<file path="src/rtl/serial_add_ctrl_pkg.sv">
// Shared types and constants for the serial add/subtract sequencer.
package serial_add_ctrl_pkg;

  localparam int unsigned ByteW = 8;

  typedef enum logic [1:0] {
    StIdle = 2'd0,
    StRun  = 2'd1,
    StDone = 2'd2
  } state_e;

endpackage

</file>
<file path="src/rtl/select8.sv">
// 8-bit carry-select adder slice: ripple low nibble, high nibble precomputed for both carries.
module select8 (
  input  logic [7:0] a,
  input  logic [7:0] b,
  input  logic       ci,
  output logic [7:0] s,
  output logic       co
);

  logic [4:0] lo;
  logic [4:0] hi0;
  logic [4:0] hi1;

  assign lo  = {1'b0, a[3:0]} + {1'b0, b[3:0]} + {4'b0, ci};
  assign hi0 = {1'b0, a[7:4]} + {1'b0, b[7:4]};
  assign hi1 = {1'b0, a[7:4]} + {1'b0, b[7:4]} + 5'd1;

  assign s  = {(lo[4] ? hi1[3:0] : hi0[3:0]), lo[3:0]};
  assign co = lo[4] ? hi1[4] : hi0[4];

endmodule

</file>
<file path="src/rtl/serial_add_ctrl.sv">
// Multi-byte add/subtract sequencer: one select8 slice processes the operands LSB byte first.
module serial_add_ctrl
  import serial_add_ctrl_pkg::*;
#(
  parameter int unsigned NBYTES = 4,
  parameter int unsigned W      = 8 * NBYTES
) (
  input  logic         clk,
  input  logic         rst,
  input  logic         start,
  input  logic         op_sub,
  input  logic         cin,
  input  logic [W-1:0] a,
  input  logic [W-1:0] b,
  output logic         ready,
  output logic         busy,
  output logic         done,
  output logic [W-1:0] sum,
  output logic         cout,
  output logic         ovf
);

  localparam int unsigned CntW = (NBYTES > 1) ? $clog2(NBYTES) : 1;

  state_e         state_q, state_d;
  logic [CntW-1:0] cnt_q, cnt_d;
  logic [W-1:0]   a_sh_q, a_sh_d;
  logic [W-1:0]   b_sh_q, b_sh_d;
  logic [W-1:0]   res_sh_q, res_sh_d;
  logic           carry_q, carry_d;
  logic           a_msb_q, a_msb_d;
  logic           b_msb_q, b_msb_d;
  logic [W-1:0]   sum_q, sum_d;
  logic           cout_q, cout_d;
  logic           ovf_q, ovf_d;

  logic [7:0]     slice_s;
  logic           slice_co;

  select8 u_slice (
    .a  (a_sh_q[7:0]),
    .b  (b_sh_q[7:0]),
    .ci (carry_q),
    .s  (slice_s),
    .co (slice_co)
  );

  always_comb begin
    state_d  = state_q;
    cnt_d    = cnt_q;
    a_sh_d   = a_sh_q;
    b_sh_d   = b_sh_q;
    res_sh_d = res_sh_q;
    carry_d  = carry_q;
    a_msb_d  = a_msb_q;
    b_msb_d  = b_msb_q;
    sum_d    = sum_q;
    cout_d   = cout_q;
    ovf_d    = ovf_q;

    unique case (state_q)
      StIdle, StDone: begin
        if (start) begin
          state_d = StRun;
          cnt_d   = '0;
          a_sh_d  = a;
          // Subtract is A + ~B + 1, so the inverted operand and forced carry carry the op.
          b_sh_d  = op_sub ? ~b : b;
          carry_d = op_sub ? 1'b1 : cin;
          a_msb_d = a[W-1];
          b_msb_d = op_sub ? ~b[W-1] : b[W-1];
        end else begin
          state_d = StIdle;
        end
      end
      StRun: begin
        a_sh_d   = a_sh_q >> ByteW;
        b_sh_d   = b_sh_q >> ByteW;
        res_sh_d = {slice_s, res_sh_q[W-1:ByteW]};
        carry_d  = slice_co;
        cnt_d    = cnt_q + CntW'(1);
        if (cnt_q == CntW'(NBYTES - 1)) begin
          state_d = StDone;
          sum_d   = {slice_s, res_sh_q[W-1:ByteW]};
          cout_d  = slice_co;
          ovf_d   = (a_msb_q == b_msb_q) & (slice_s[7] != a_msb_q);
        end
      end
      default: state_d = StIdle;
    endcase
  end

  always_ff @(posedge clk) begin
    if (rst) begin
      state_q  <= StIdle;
      cnt_q    <= '0;
      a_sh_q   <= '0;
      b_sh_q   <= '0;
      res_sh_q <= '0;
      carry_q  <= 1'b0;
      a_msb_q  <= 1'b0;
      b_msb_q  <= 1'b0;
      sum_q    <= '0;
      cout_q   <= 1'b0;
      ovf_q    <= 1'b0;
    end else begin
      state_q  <= state_d;
      cnt_q    <= cnt_d;
      a_sh_q   <= a_sh_d;
      b_sh_q   <= b_sh_d;
      res_sh_q <= res_sh_d;
      carry_q  <= carry_d;
      a_msb_q  <= a_msb_d;
      b_msb_q  <= b_msb_d;
      sum_q    <= sum_d;
      cout_q   <= cout_d;
      ovf_q    <= ovf_d;
    end
  end

  assign ready = (state_q != StRun);
  assign busy  = (state_q == StRun);
  assign done  = (state_q == StDone);
  assign sum   = sum_q;
  assign cout  = cout_q;
  assign ovf   = ovf_q;

endmodule

</file>
<file path="config.mk">
export PLATFORM = sky130hd
export DESIGN_NAME = serial_add_ctrl
export DESIGN_NICKNAME = d
export VERILOG_FILES = /design/src/rtl/serial_add_ctrl_pkg.sv /design/src/rtl/select8.sv /design/src/rtl/serial_add_ctrl.sv
export SDC_FILE = /design/constraint.sdc
export NUM_CORES = 1
export LEC_CHECK = 0
export ABC_AREA = 0
export BUFFER_PORTS_ARGS = -buffer_cell sky130_fd_sc_hd__buf_2
export CAP_MARGIN = 40
export CORE_ASPECT_RATIO = 1.25
export CORE_UTILIZATION = 52
export DETAILED_ROUTE_END_ITERATION = 10
export GPL_TIMING_DRIVEN = 0
export PLACE_DENSITY = 0.76
export SYNTH_ARGS = -nofsm -noshare
export SYNTH_HDL_FRONTEND = slang
export SYNTH_SLANG_ARGS = --single-unit
</file>
<file path="constraint.sdc">
create_clock -name clk -period 3.3 [get_ports clk]
set_clock_uncertainty 0.15 [all_clocks]
set_input_delay 0.33 -clock clk [delete_from_list [all_inputs] [get_ports clk]]
set_output_delay 0.33 -clock clk [all_outputs]
set_load 0.05 [all_outputs]
</file>
==> flow_summary.toml <==
[sta]
fin_setup_tns_ns = 0
setup_viol = 0
rsz0062_at_grt = "false"
setup_ws_ns = 0.607
fmax_mhz = 371
finalCritPeriodShare_pct = 81.6
slew_headroom_pct = 58.1
hold_violations = 0
fin_crit_ns = 2.69
finalHoldWorstSlack_ns = 0.0123
tightestPinTransition_ns = 0.628
drv_slew = 0

[logic_synthesis]
ys_ff_latch = 129
async_flop_share_pct = 0
yosys_warnings = 0
yosysUniqueCellTypes = 35
yosysSeqAreaShare_pct = 48.8
synth_ff_type = "dfxtp_1"
syn_area_um2 = 5290
syn_nets = 708
synth_edf_count = 0
synth.avg_cell_area_um2 = 8.44
syn_inst = 627

[clock_network]
postCtsHoldBufs = 0
clk_pin_slew_worst_paths_ns = 0.06
cts_max_path_buffers = 2
cts-root-buf = "clkbuf_16"
post_cts_buffers = 0
clock_latency_ns = 0.42
cts.sinks = 129
cts_resized = 0
cts_tree = "yes"
cts_made_buffers = 17
htree_levels = 4

[place]
preCtsSetupSlack_ns = 0.647
place_hpwl_um = 9920
place.gp.congestion = 0.881
portBuffers = 103

[pwr]
p_leak_nw = 2.67
cellPowerDensity_nw_per_um2 = 602
peakVddDrop_uv = 434
total_power_mw = 3.94

[detailed_routing]
wl_met3_um = 706
viasPerCell = 5.46
detail-route-antenna-nets = 0
drt-met1-wl_um = 5320
vias = 4852
wl_met2_um = 6950
top_layer = "met4"
wirelength_um = 13400
first_iter_violations = 231
wl_per_cell_um = 15.1
first_pass_iters = 5
post-route-drc-count = 0

[global_route]
antenna_found_initial = 0
grt_pass1_wl_um = 21900
grt_max_degree = 17
first_global_vias = 4706
grt.overflow.total = 0
track_usage_pct = 27.0

[layout]
final_cell_mix = "151 x nand2_1, 129 x dfxtp_1, 117 x buf_2"
area_growth_pct = 23.9
fin_nets = 830
post-route-util_pct = 67.2
final_common_cell = "nand2_1"
drive_above_1_share_pct = 20.2
diodes = 0

[critical_path]
crit_fanout = 10
path_class = "reg2out"
worst_ep_arrival_time_ns = 2.21
worst_ep_required_time_ns = 2.82
endpoint_kind = "output pin"
crit_path_start_kind = "flop"

[floorplanning]
initial_utilization_pct = 54.2
die_height_um = 115
rows = 40
die_w_um = 92.2
io_pins = 106
core_um2 = 9760
die-area_um2 = 10600

[job]
max_cap_violations = 0

[outcome]
status = "finished clean"

[hold_path]
hold_class = "in2reg"
-- report_power, final --
part           switching, mW  total [mW]  leakage (nW)  internal [mW]
clock                  0.693        1.84         0.286           1.15
sequential            0.0512        1.68          1.05           1.63
combinational          0.256       0.415          1.34          0.159
total                   1.00        3.94          2.67           2.94
-- kinds of logic (layout without fill, tap and decap cells) --
group           after synthesis  in the layout  synth area share, %
compound gates              186            186                 21.6
xor+xnor                     37             37                 6.39
fa+ha+maj                    12             12                 3.26
buf+inv                      58            193                 4.45
flops                       129            129                 48.8
mux                           1              1                0.189
simple gates                204            204                 15.3
-- Yosys cell counts (2+ instances only) --
master / n / area share, %
and2_1: 2 / 0.24
a22oi_1: 63 / 8.9
xor2_1: 32 / 5.3
nor3_1: 2 / 0.19
nand3_1: 6 / 0.57
buf_2: 14 / 1.3
nand2b_1: 2 / 0.24
ha_1: 9 / 2.1
nor2_1: 34 / 2.4
buf_1: 3 / 0.21
fa_1: 3 / 1.1
clkbuf_1: 34 / 2.4
o21ai_0: 2 / 0.19
nor2b_1: 3 / 0.35
xnor2_1: 4 / 0.66
inv_1: 6 / 0.43
a211oi_1: 6 / 0.85
nand2_1: 151 / 11
o21a_1: 2 / 0.28
dfxtp_1: 129 / 49
a21oi_1: 106 / 10
-- critical path, cell delays in order, from the launching register on --
cell	delay, ns
dfxtp_1	0.30
nand2b_1	0.14
buf_2	0.17
inv_2	0.17
buf_2	0.28
buf_1	0.38
buf_2	0.35
-- final timing paths --
kind,from,end,slack [ns],cells past startpoint
worst max-delay path,state_q[1],busy,0.61,6
worst min-delay path,a[24],a_sh_q[24],0.01,3
worst max register to register,a_sh_q[4],carry_q,0.62,8
worst min register to register,sum[13],sum[13],0.30,2
-- registers in the layout (all words and copies together) (netlist names) --
register	count
ovf	1
cnt_q	2
a_sh_q	32
carry_q	1
cout	1
b_msb_q	1
state_q	2
b_sh_q	32
sum	32
res_sh_q	24
a_msb_q	1
-- layout make-up --
class | count | area [um^2]
repair buffers | 103 | 515
multi-input cells | 440 | 2470
well taps | 126 | 158
clock inverters | 12 | 134
plain buffers | 51 | 209
flip-flops and latches | 129 | 2580
inverters | 7 | 26.3
fillers | 823 | 3210
clock buffers | 20 | 457
-- routing by layer --
layer | vias to the layer above | track usage (%)
li1 | 2384 | -
met1 | 2269 | 28.8
met2 | 168 | 49.4
met3 | 31 | 6.02
met4 | 0 | 14.9
met5 | - | 0
-- per-stage QoR --
stage / area [um^2] / cells
4_1_cts: 6550 / 888
2_1_floorplan: 5290 / 627
6_report: 6550 / 888
5_1_grt: 6550 / 888
3_3_place_gp: 5960 / 856
3_5_place_dp: 5960 / 856
(Power assumes the default switching activity.)
